**src/rtl/hiscore_pkg.sv**
```systemverilog
// Shared types and counter widths for the hiscore RAM arbiter and its port mux.
// The optional grant timeout is enabled with the HS_ARB_TIMEOUT_EN macro.
package hiscore_pkg;

  typedef enum logic [1:0] {
    IDLE    = 2'd0,
    PAUSE   = 2'd1,
    GRANT   = 2'd2,
    RELEASE = 2'd3
  } arb_state_t;

  localparam int SETTLE_CNT_W  = 8;
  localparam int RELEASE_CNT_W = 8;
  localparam int TIMEOUT_CNT_W = 16;

  // Settle and release phases share one down-counter sized for the wider of the two.
  localparam int CNT_W = (SETTLE_CNT_W > RELEASE_CNT_W) ? SETTLE_CNT_W : RELEASE_CNT_W;

endpackage

```
**src/rtl/hiscore_arb_mux.sv**
```systemverilog
// Combinational RAM port mux: the hiscore engine owns the port while granted,
// otherwise the CPU does, with CPU writes suppressed whenever the CPU is paused.
module hiscore_arb_mux #(
  parameter int ADDR_WIDTH = 10
) (
  input  logic                  grant_i,
  input  logic                  cpu_pause_i,
  input  logic [ADDR_WIDTH-1:0] hs_addr_i,
  input  logic [7:0]            hs_dout_i,
  input  logic                  hs_write_i,
  input  logic [ADDR_WIDTH-1:0] core_addr_i,
  input  logic [7:0]            core_dout_i,
  input  logic                  core_we_i,
  output logic [ADDR_WIDTH-1:0] ram_addr_o,
  output logic [7:0]            ram_din_o,
  output logic                  ram_we_o
);

  always_comb begin
    if (grant_i) begin
      ram_addr_o = hs_addr_i;
      ram_din_o  = hs_dout_i;
      ram_we_o   = hs_write_i;
    end else begin
      ram_addr_o = core_addr_i;
      ram_din_o  = core_dout_i;
      ram_we_o   = core_we_i & ~cpu_pause_i;
    end
  end

endmodule

```
**src/rtl/hiscore_ram_arbiter.sv**
```systemverilog
// Hands the high-score RAM port to the hiscore engine after pausing the CPU for a
// settle time, and returns it after a release guard. Optional grant timeout: HS_ARB_TIMEOUT_EN.
module hiscore_ram_arbiter
  import hiscore_pkg::*;
#(
  parameter int ADDR_WIDTH     = 10,
  parameter int SETTLE_CYCLES  = 4,
  parameter int RELEASE_CYCLES = 2,
  parameter int TIMEOUT_CYCLES = 65535
) (
  input  logic                  clk,
  input  logic                  reset_n,
  input  logic                  hs_access,
  input  logic                  hs_write,
  input  logic [ADDR_WIDTH-1:0] hs_addr,
  input  logic [7:0]            hs_dout,
  output logic [7:0]            hs_din,
  output logic                  hs_grant,
  input  logic [ADDR_WIDTH-1:0] core_addr,
  input  logic [7:0]            core_dout,
  input  logic                  core_we,
  input  logic                  user_pause,
  output logic [ADDR_WIDTH-1:0] ram_addr,
  output logic [7:0]            ram_din,
  output logic                  ram_we,
  input  logic [7:0]            ram_q,
  output logic                  cpu_pause,
  output logic                  hs_error
);

  localparam logic [CNT_W-1:0] SETTLE_LOAD  = CNT_W'(SETTLE_CYCLES - 1);
  localparam logic [CNT_W-1:0] RELEASE_LOAD = CNT_W'(RELEASE_CYCLES);

  arb_state_t       state_q, state_d;
  logic [CNT_W-1:0] cnt_q, cnt_d;
  logic             user_pause_q;
  logic             access_eff;
  logic             timeout_hit;
  logic             arb_pause;

`ifdef HS_ARB_TIMEOUT_EN
  localparam logic [TIMEOUT_CNT_W-1:0] TIMEOUT_LAST = TIMEOUT_CNT_W'(TIMEOUT_CYCLES - 1);

  logic [TIMEOUT_CNT_W-1:0] gcnt_q, gcnt_d;
  logic                     lock_q, lock_d;
  logic                     hs_error_q, hs_error_d;

  // After a forced release the request is ignored until it has been seen low once.
  assign access_eff  = hs_access & ~lock_q;
  assign timeout_hit = (state_q == GRANT) && (gcnt_q == TIMEOUT_LAST);

  always_comb begin
    gcnt_d     = (state_q == GRANT) ? gcnt_q + 1'b1 : '0;
    hs_error_d = hs_error_q | timeout_hit;
    lock_d     = lock_q;
    if (timeout_hit)     lock_d = 1'b1;
    else if (!hs_access) lock_d = 1'b0;
  end

  always_ff @(posedge clk or negedge reset_n) begin
    if (!reset_n) begin
      gcnt_q     <= '0;
      lock_q     <= 1'b0;
      hs_error_q <= 1'b0;
    end else begin
      gcnt_q     <= gcnt_d;
      lock_q     <= lock_d;
      hs_error_q <= hs_error_d;
    end
  end

  assign hs_error = hs_error_q;
`else
  assign access_eff  = hs_access;
  assign timeout_hit = 1'b0;
  assign hs_error    = 1'b0;
`endif

  always_ff @(posedge clk or negedge reset_n) begin
    if (!reset_n) begin
      state_q      <= IDLE;
      cnt_q        <= '0;
      user_pause_q <= 1'b0;
    end else begin
      state_q      <= state_d;
      cnt_q        <= cnt_d;
      user_pause_q <= user_pause;
    end
  end

  always_comb begin
    state_d = state_q;
    cnt_d   = cnt_q;
    case (state_q)
      IDLE: begin
        if (access_eff) begin
          state_d = PAUSE;
          cnt_d   = SETTLE_LOAD;
        end
      end
      PAUSE: begin
        if (!access_eff) begin
          state_d = RELEASE;
          cnt_d   = RELEASE_LOAD;
        end else if (cnt_q == '0) begin
          state_d = GRANT;
        end else begin
          cnt_d = cnt_q - 1'b1;
        end
      end
      GRANT: begin
        if (!access_eff || timeout_hit) begin
          state_d = RELEASE;
          cnt_d   = RELEASE_LOAD;
        end
      end
      RELEASE: begin
        // A fresh request restarts the full settle rather than reusing the old grant.
        if (access_eff) begin
          state_d = PAUSE;
          cnt_d   = SETTLE_LOAD;
        end else if (cnt_q == '0) begin
          state_d = IDLE;
        end else begin
          cnt_d = cnt_q - 1'b1;
        end
      end
      default: begin
        state_d = IDLE;
        cnt_d   = '0;
      end
    endcase
  end

  always_comb begin
    arb_pause = (state_q != IDLE);
    hs_grant  = (state_q == GRANT);
    cpu_pause = user_pause_q | arb_pause;
    hs_din    = ram_q;
  end

  hiscore_arb_mux #(
    .ADDR_WIDTH (ADDR_WIDTH)
  ) u_mux (
    .grant_i     (hs_grant),
    .cpu_pause_i (cpu_pause),
    .hs_addr_i   (hs_addr),
    .hs_dout_i   (hs_dout),
    .hs_write_i  (hs_write),
    .core_addr_i (core_addr),
    .core_dout_i (core_dout),
    .core_we_i   (core_we),
    .ram_addr_o  (ram_addr),
    .ram_din_o   (ram_din),
    .ram_we_o    (ram_we)
  );

endmodule

```
**config.mk**
```make
export PLATFORM = sky130hd
export DESIGN_NAME = hiscore_ram_arbiter
export DESIGN_NICKNAME = d
export VERILOG_FILES = /design/src/rtl/hiscore_pkg.sv /design/src/rtl/hiscore_arb_mux.sv /design/src/rtl/hiscore_ram_arbiter.sv
export SDC_FILE = /design/constraint.sdc
export NUM_CORES = 1
export LEC_CHECK = 0
export ABC_AREA = 0
export CAP_MARGIN = 20
export CORE_UTILIZATION = 30
export DETAILED_ROUTE_END_ITERATION = 10
export PLACE_DENSITY = 0.75
export SYNTH_ARGS = -nofsm -noshare
export SYNTH_HDL_FRONTEND = slang
export SYNTH_SLANG_ARGS = --single-unit
```
**constraint.sdc**
```tcl
create_clock -name clk -period 4.2 [get_ports clk]
set_clock_uncertainty 0.05 [all_clocks]
set_input_delay 0.42 -clock clk [delete_from_list [all_inputs] [get_ports clk]]
set_output_delay 0.42 -clock clk [all_outputs]
set_load 0.02 [all_outputs]
```
==> results summary, run 1 <==
The cell family contributing the most delay on the critical path is adder cells. The sort of element at the end of the critical path is an output port. The placeable core area is 0.00308 sq mm. The wire-length estimate of the detail-placed layout is 2.33 mm. The combined area of all synthesized cells came out at 973 sq um. The number of filler cells placed in the layout is 302. Walking the worst path, the cells encountered are inv_1 > ha_1 > mux2_2 > clkdlybuf4s50_1. The count of instances resized after the clock tree is built came out at 0.

The clock passes through at most 2 buffers. The number of global-route vias before repair came out at approximately 980. Across the VDD grid, the largest voltage drop is ~0.00035 V. The max capacitance violation total came out at 0. The count of hold buffers inserted by post-cts repair is 0. The average cell area after synthesis is 9.93 sq um. The share of cells above drive strength 1 is 16.4%.

Counting both buffers and inverters, the worst setup path holds a total of 2. The relative max-transition margin came out at 34.2%. Of all nets on the critical path, the largest fanout is 23. In the synthesized netlist the dominant register cell turns out to be sky130_fd_sc_hd__dfrtp_1. The average routed wire per standard cell is ~14 um.

The detailed-router iteration count before antenna repair is 4. The maximum operating frequency is ~330 MHz. Entering global routing, the biggest net connects 24 pins. After synthesis, the cell types taking the most area are sky130_fd_sc_hd__dfrtp_1 28%, sky130_fd_sc_hd__mux2_2 21%, sky130_fd_sc_hd__ha_1 7.7%. The clock drives 11 sinks. The overall power consumption is 1020 uW. The share of total power dissipated in the clock network is 7.2%. The diode insertion count for antenna repair came out at 0. After clock tree synthesis, the setup repair step added 0 buffers. In this run the clock root is driven by a sky130_fd_sc_hd__clkbuf_4.

The internal power is 570 uW. The data required time at the worst endpoint is 3.73 ns. The critical path is of the flip-flop to output port type. The number of nets still failing antenna checks after routing is 0. The number of violations reported at the end of detailed-routing iteration 0 came out at 20. The number of flops mapped to enable cells by yosys is 0.

The leakage component of the power came out at 0.000658 uW. Input and output buffers added on the ports amount to 62. The number of antenna violations at the first check in global routing came out at 0. The DRC violation count after routing came out at 0. The share of the synthesized area in the top cell type is 28.3%.

The sequential-to-total area share from yosys stat is 28.3%. In this run the core area contains 20 standard-cell rows. The effective utilization at floorplan is 31.6%. The final layout net count is 209. The final global-route overflow total came out at 0.

Power spread over the standard cell area amounts to roughly 640 mW/mm^2. For this run, the slowest stage of the critical path takes about 0.77 ns. TritonCTS built the clock tree. Among all stages on the critical path, the largest delay is contributed by sky130_fd_sc_hd__ha_1. Clock latency on the worst-skew pair, taken at its later pin, is between 0.2 and 0.3 ns. The wire length of the first global-routing pass came out at 4.30 mm. The number of synthesis warnings is 0. The final weighted congestion of routability-driven global placement came out at 0.731. The count of state elements after synthesis came out at 11. In this run, distinct cell masters in the synthesized netlist total 26.

Sequential cells account for 20.1% of the total power. The setup slack after placement is 1.46 ns. From synthesis to final layout, the design area changed by 63.9%. In this run, CTS created clock tree buffers numbering 3. After layout, the worst path uses 71.9% of the clock period. The floorplan die width came out at 59.0 um. For the pin with the worst max-slew slack, the measured transition is 0.959 ns. The path category of the worst min-delay check is input pin to asynchronous set/reset pin.

The count of pins on the block boundary is 80. Once routing completed, OpenROAD measured the worst setup slack at 1.18 ns. The post-route minimum period is 3.02 ns. The vertical die dimension is 59.0 um.

The relative contribution of combinational cells to total power came out at 72.7%. The final-report setup violation count is 0. The clock slew seen by the registers of the worst setup and hold paths came out at 0.07 ns. The mean number of vias per cell came out at 4.80. The most common cell in the synthesized netlist is sky130_fd_sc_hd__mux2_2. The largest total area in the synthesized netlist belongs to sky130_fd_sc_hd__dfrtp_1. Summed over all nets, the switching power comes to 446 uW.

Ranked by instance count, the synthesized netlist is headed by 18 x sky130_fd_sc_hd__mux2_2, 11 x sky130_fd_sc_hd__dfrtp_1, 10 x sky130_fd_sc_hd__nor2_1. The full die area is approximately 0.0035 sq mm. The async set-or-reset flop fraction in the synthesized netlist is between 90% and 100%. The final number of max-transition violations is 0.

The total number of vias is 941. Setup repair after global routing left no endpoint under its margin. The flow ran to the end, and the final reports show no timing, DRC or antenna violations.

STA classifies the critical path startpoint as a flip-flop. Counting every net in the synthesized netlist gives 154. The arrival time at the worst endpoint came out at 2.55 ns. The number of instances in the synthesized netlist came out at 98. The number of levels in the clock H-tree came out at 1.

The switching part of the total came out at between 40 and 50%. The number of hold violations in the final report is 0. The total negative setup slack came out at 0 ns.

The total wire length came out at 2.83 mm. The overall global routing resource usage is 16.6%.
## path summary, 6_finish.rpt
check,slack [ns],to,from,cells past startpoint
worst max-delay path,1.18,ram_addr[3],state_q[0],4
max in group asynchronous,3.33,cnt_q[6],reset_n,1
worst min register to register,0.48,cnt_q[1],cnt_q[1],1
worst max register to register,1.55,state_q[0],state_q[0],5
min in group clk,0.48,cnt_q[1],cnt_q[1],1
worst min-delay path,0.43,cnt_q[7],reset_n,1
## metal layers
layer	vias up	part of all wire, %	GRT usage (%)
met3	17	11	3.74
li1	440	-	-
met4	0	3.8	10.9
met5	-	0	0
met2	42	48	29.5
met1	442	38	17.3
## worst register-to-register path: stages, from the launching register on
cell	delay (ns)
sky130_fd_sc_hd__dfrtp_1	0.40
sky130_fd_sc_hd__inv_1	0.10
sky130_fd_sc_hd__ha_1	0.52
sky130_fd_sc_hd__mux2i_1	0.90
sky130_fd_sc_hd__o21a_4	0.25
sky130_fd_sc_hd__mux2_1	0.31
## cell type report
cell class / instances / area, sq um / share of cell area, %
Clock buffer: 4 / 26.3 / 1.65
Multi-Input combinational cell: 70 / 599 / 37.6
Inverter: 5 / 18.8 / 1.18
Sequential cell: 11 / 275 / 17.3
Timing Repair Buffer: 62 / 621 / 38.9
Tap cell: 44 / 55.1 / 3.45
## through the flow
step / hold slack, ns / instance area [sq um] / instances / utilization (%)
floorplan: 0.0744 / 973 / 98 / -
global placement: 0.464 / 1570 / 192 / 51.0
detailed placement: 0.460 / 1570 / 192 / 51.0
CTS: 0.442 / 1600 / 196 / 51.8
global route: 0.468 / 1600 / 196 / 51.8
finish: 0.433 / 1600 / 196 / 51.8
## state kept, by name, summed over array words and instances (netlist names)
name / count
user_pause_q: 1
state_q: 2
cnt_q: 8
## cell families after synthesis
| kind of cell | Yosys count | synth area share, % |
|---|---|---|
| xor gates and xnor gates | 6 | 5.40 |
| muxes | 22 | 25.2 |
| DFF | 11 | 28.3 |
| adders and majority gates | 6 | 7.71 |
| buffers and inverters | 17 | 10.2 |
| and+or+nand+nor | 23 | 13.8 |
| other | 1 | 0.385 |
| AOI/OAI and AO/OA | 12 | 9.13 |
## cell usage in the layout, fill, tap and decap left out, types with 2 or more instances in the layout
cell type                         count
sky130_fd_sc_hd__clkbuf_4             3
sky130_fd_sc_hd__a21oi_1              3
sky130_fd_sc_hd__mux2_1               2
sky130_fd_sc_hd__a22o_1               2
sky130_fd_sc_hd__inv_1                5
sky130_fd_sc_hd__nor2_1              10
sky130_fd_sc_hd__nand3_1              3
sky130_fd_sc_hd__nand2b_1             2
sky130_fd_sc_hd__mux2i_1              2
sky130_fd_sc_hd__clkdlybuf4s50_1     62
sky130_fd_sc_hd__xor2_1               6
sky130_fd_sc_hd__nand4b_1             2
sky130_fd_sc_hd__o21ai_0              3
sky130_fd_sc_hd__mux2_2              18
sky130_fd_sc_hd__ha_1                 6
sky130_fd_sc_hd__dfrtp_1             11
sky130_fd_sc_hd__nand2_1              3
## power groups by stage
stage	combinational, uW	sequential, uW	clock, uW
2_1_floorplan	524	196	0
3_3_place_gp	719	200	0
3_5_place_dp	739	206	0
4_1_cts	744	204	76.9
5_1_grt	802	212	81.4
6_report	739	204	72.9
Power figures use the tool's default switching activity.
==> run 2, diff against run 1 <==
==> constraint.sdc (replaced) <==
create_clock -name clk -period 3 [get_ports clk]
set_clock_uncertainty 0.05 [all_clocks]
set_input_delay 0.3 -clock clk [delete_from_list [all_inputs] [get_ports clk]]
set_output_delay 0.3 -clock clk [all_outputs]
set_load 0.02 [all_outputs]
==> results summary, run 2 (synthesis results as in run 1) <==
The run finished with clean final reports. The count of pins on the block boundary is 80 (unchanged). The final layout net count is 209 (unchanged). The smallest clock period supported by the final layout is computed as between 2 and 3 ns. The switching part of the total came to 43.9% (about the same).

The net switching power is 626 uW (+40%). The mean number of vias per cell is 4.76 (-0.96%). The full die area came to 0.00348 sq mm (unchanged). The power density over the cells is 893 mW/mm^2 (+40%). The data required time at the worst endpoint is 2.65 ns (-1.08 ns).

The setup slack after placement came to 0.358 ns (-1.10 ns). The final global-route overflow total is 0 (unchanged). The slack of the critical path was 0.372 ns (-0.809 ns). The average routed wire per standard cell came out at 14.4 um (-0.39%). The flip-flop count of the largest register after layout is 8 (unchanged). The diode insertion count for antenna repair is 0 (unchanged). STA classifies the critical path startpoint as a flip-flop. The number of clock sinks came out at 11 (unchanged).

The arrival time at the worst endpoint came to 2.28 ns (-0.27 ns). The final weighted congestion of routability-driven global placement is 0.731 (about the same). The max capacitance violation total came out at 0 (unchanged).

The total negative setup slack was 0 ns (unchanged). The fraction of power consumed by sequential logic came to 20.1% (about the same). Setup repair after global routing left no endpoint under its margin.

The critical path is of the flip-flop to output port type. The number of filler cells placed in the layout was 276 (-8.6%). The overall global routing resource usage came out at 16.8% (+0.25 points). The utilization after layout is 51.9% (+0.081 points).

The number of violations reported at the end of detailed-routing iteration 0 is 14 (-30%). The number of global-route vias before repair is 980 (+0.51%). The placeable core area came to 0.00308 sq mm (unchanged).

The total number of vias came out at 932 (-0.96%). The count of hold buffers inserted by post-cts repair is 0 (unchanged). The maximum operating frequency came out at roughly 380 MHz. The detailed-router iteration count before antenna repair was 3 (-1). cnt_q holds more flip-flops than any other register. The number of levels in the clock H-tree came out at 1 (unchanged).

The number of hold violations in the final report is 0 (unchanged). The clock tree from TritonCTS is yes. The buffer count from post-CTS setup fixing came to 0 (unchanged). In this run the critical register-to-register path is launched from state_q[0].

The worst setup path is captured at an output port. Traced cell by cell, the critical path runs through inv_1 > ha_2 > mux2_2 > clkdlybuf4s50_1. The clock slew seen by the registers of the worst setup and hold paths came to 0.07 ns (about the same). The vertical die dimension came out at 59.0 um (unchanged). The wire length of the first global-routing pass came out at 4.35 mm (+1.1%). The leakage component of the power came out at 0.000656 uW (-0.25%).

The largest fanout on the critical path is 23 (unchanged). The largest net degree at the start of global routing came out at 24 (unchanged). The library cells used most frequently in the layout, excluding fill and tap cells, are 62 x sky130_fd_sc_hd__clkdlybuf4s50_1, 18 x sky130_fd_sc_hd__mux2_2, 11 x sky130_fd_sc_hd__dfrtp_1, 10 x sky130_fd_sc_hd__nor2_1, 6 x sky130_fd_sc_hd__xor2_1. The register-to-register setup slack is 0.59 ns (-0.96 ns).

The library cell contributing the largest single delay on the critical path is sky130_fd_sc_hd__clkdlybuf4s50_1. The count of instances resized after the clock tree is built is 0 (unchanged). The worst register-to-register path ends at state_q[0]. The post-synthesis to final-layout area growth came out at 64.1%. The overall power consumption is 1430 uW (+40%).

The total area of multi-input combinational cells came out at 602 sq um (+0.42%). The number of antenna violations at the first check in global routing came out at 0 (unchanged). The portion of the clock cycle consumed by the worst path in the final layout is 87.6%.

The largest registers in the layout are cnt_q (8), state_q (2), user_pause_q (1). The half-perimeter wire length after placement is 2.24 mm (-3.7%). The maximum buffer depth of the clock tree came out at 2 (unchanged).

The total wire length came to 2.82 mm (-0.39%). The actual slew at the worst max-slew pin came out at 0.935 ns (-0.0242 ns). The effective utilization at floorplan is 31.6% (unchanged).

The share of cells above drive strength 1 was 17.1% (+0.66 points). The path class of the tightest hold or removal check is input pin to asynchronous set/reset pin. The critical path's largest stage delay came out at 0.56 ns (-0.21 ns). The total of buffers placed on input and output ports is 62 (unchanged). The final number of max-transition violations was 0 (unchanged). The path depth of the worst reg2reg path is 5 (unchanged). The floorplan die width came out at 59.0 um (unchanged).

The relative max-transition margin is 35.9% (+1.7 points). The part of the power in the clock network was 7.0% (-0.2 points). The DRC violation count after routing is 0 (unchanged). The insertion delay to the later sink of the worst-skew pair is 0.26 ns (about the same). The internal power is 801 uW (+40%).

The combined flip-flop and latch cell area came to 275 sq um (unchanged). The maximum vdd ir drop came out at 0.000469 V (+36%). The number of buffers created by CTS came out at 3 (unchanged). The final-report setup violation count is 0 (unchanged). The number of nets still failing antenna checks after routing came to 0 (unchanged). The number of placement rows came to 20 (unchanged). The relative contribution of combinational cells to total power is 72.9% (+0.2 points). The library cell used most frequently in the layout, excluding fill and tap cells, is sky130_fd_sc_hd__clkdlybuf4s50_1. The cell sitting at the root of the clock tree is a sky130_fd_sc_hd__clkbuf_4.
[run 2: cell counts in the layout (fill, tap and decap cells not counted)]
No cell type changed its count.
[run 2: power by group through the flow]
stage               Clock [uW]  Combinational (uW)  Sequential, uW
finish                    99.6                1040             287
global route               112                1140             296
CTS                        106                1040             285
detailed placement           0                1030             288
global placement             0                1010             280
floorplan                    0                 734             274
[run 2: how the worst max path moves through the flow]
stage,to,slack [ns],start
after floorplan,ram_we,1.00,state_q[0]
after detailed placement,state_q[0],0.36,state_q[0]
final,ram_addr[3],0.37,state_q[0]
after CTS,ram_addr[3],0.07,state_q[0]
after global placement,ram_addr[3],0.45,state_q[0]
after global routing,ram_addr[3],0.25,state_q[0]
[run 2: area by class of cell]
type	instances	share of cell area, %
timing repair buffer	62	38.8
multi-input combinational	70	37.7
sequential	11	17.2
tap	44	3.45
clock buffer	4	1.64
inverter	5	1.17
[run 2: worst max-delay path: cells and delay by family (launching register included)]
family                   cells  cell delay, ns
buffers and inverters        2            0.68
adder cells (fa/ha/maj)      1            0.52
flip-flops                   1            0.42
multiplexers                 1            0.39
[run 2: per-layer routing]
layer / part of all wire, % / up-vias / global-route usage, %
met5: 0 / - / 0
met4: 3.0 / 0 / 11.9
met3: 9.1 / 14 / 3.30
met1: 40 / 440 / 18.6
li1: - / 439 / -
met2: 48 / 39 / 28.7
[run 2: stage by stage]
stage                     std cells  area [sq um]  hold slack (ns)
after floorplan                  98           973          -0.0456
after global placement          192          1570            0.464
after detailed placement        192          1570            0.464
after CTS                       196          1600            0.325
after global routing            196          1600            0.355
final                           196          1600            0.314
==> patch (settings of run 2) <==
Add a define of `HS_ARB_TIMEOUT_EN`.
--- a/src/rtl/hiscore_ram_arbiter.sv
+++ b/src/rtl/hiscore_ram_arbiter.sv
@@ -2,2 +2,4 @@
 // settle time, and returns it after a release guard. Optional grant timeout: HS_ARB_TIMEOUT_EN.
+`define HS_ARB_TIMEOUT_EN
+
 module hiscore_ram_arbiter
Function: same outputs for any inputs over 10 cycles, from zero or initial values and one cycle with reset_n low; that may be too few to reach the edited logic, so the function may still have changed.
==> patch against run 2 <==
  * Synthesized area up 100%
  * Final area grew 70%
  * Via count up 79%
  * Sequential cell count is 18 higher
  * Setup slack worse by 39 ps
  * Non-clock buffer count up 3
  * First-iteration DRC count grew 79%
  * Wire length is 50% higher
  * Total power grew 41%
==> patch: results (changes against run 2) <==
[routing]
drt-pass1-iter-count=4  ; +1
wl_per_cell_microns=12.72  ; -11%
vias=1666  ; +79%
drtIter0Drc=25  ; +11

[grt]
track_usage_pct=13.19  ; -3.6 points
grt_pass1_wl_mm=6.810  ; +57%

[place]
dpl_cell_area_sq_mm=0.002619  ; +67%
place_ws_ps=613.0  ; +255.2 ps
hpwl_mm=3.203  ; +43%
gp_congestion=0.8102  ; +11%
portBuffers=63  ; +1.6%

[clock_tree]
cts_buffers=5  ; +2
insertion_delay_ps=280  ; +20 ps
cts_root_buf=clkbuf_8
cts-htree-levels=2  ; +1

[synth]
syn_avg_cell_area_sq_um=9.978  ; +0.45%
ys_seq_area_share_pct=37.11  ; +8.8 points
synthTopCellsByCount=dfrtp_1 (29), mux2_2 (18), nand2_1 (12), and2_1 (11)
yosysUniqueCellTypes=47  ; +81%

[setup_path]
ff2ff_path_depth=7  ; +2
cp_max_fo=40  ; +74%

[status]
outcome=complete, no violations

[pwr]
cellLeakagePower_nw=1.159  ; +77%
p_per_area_mw_per_mm2=741.7  ; -17%

[layout]
layout-drive-gt1-share_pct=16.80  ; -0.31 points
fillers=639  ; +130%

[patch: logic make-up (layout without fill, tap and decap cells)]
group,count (synthesis),count (layout),synth area share [%]
AND/OR/NAND/NOR,72,72,22.52
XOR/XNOR,12,12,5.375
adder cells (fa/ha/maj),9,9,5.758
buffers and inverters,21,81,5.567
AO/OA/AOI/OAI,32,32,11.64
flip-flops,29,29,37.11
multiplexers,21,21,12.03
[patch: final cells by class]
type / instances / area [sq um] / share of cell area [%]
multi-input combinational: 146 / 1121 / 41.21
sequential: 29 / 725.7 / 26.68
inverter: 8 / 30.03 / 1.104
clock buffer: 7 / 96.34 / 3.542
tap: 77 / 96.34 / 3.542
timing repair buffer: 65 / 645.6 / 23.74
clock inverter: 1 / 5.005 / 0.1840
[patch: final timing paths]
check                                  startpoint                endpoint
min in group clk                       user_pause  user_pause_q$_DFF_PN0_
max in group asynchronous                 reset_n    gcnt_q[11]$_DFF_PN0_
max reg2reg                state_q[0]$_DFFE_PN0P_  state_q[0]$_DFFE_PN0P_
min reg2reg                    hs_error$_DFF_PN0_      hs_error$_DFF_PN0_
max                        state_q[0]$_DFFE_PN0P_             ram_addr[9]
min                                       reset_n      hs_error$_DFF_PN0_
[patch: metal layers]
| layer | wire length [microns] | track usage [%] | vias up |
|---|---|---|---|
| met2 | 2012 | 21.07 | 80 |
| met1 | 1752 | 15.54 | 773 |
| li1 | - | - | 805 |
| met3 | 399 | 5.275 | 8 |
| met5 | 0 | 0 | - |
| met4 | 72 | 5.690 | 0 |
[patch: worst max-delay path, cell delays in order, from the launching register on]
cell	delay (ps)
dfrtp_1	410
inv_1	110
ha_1	190
buf_4	380
mux2_2	400
clkdlybuf4s50_1	540
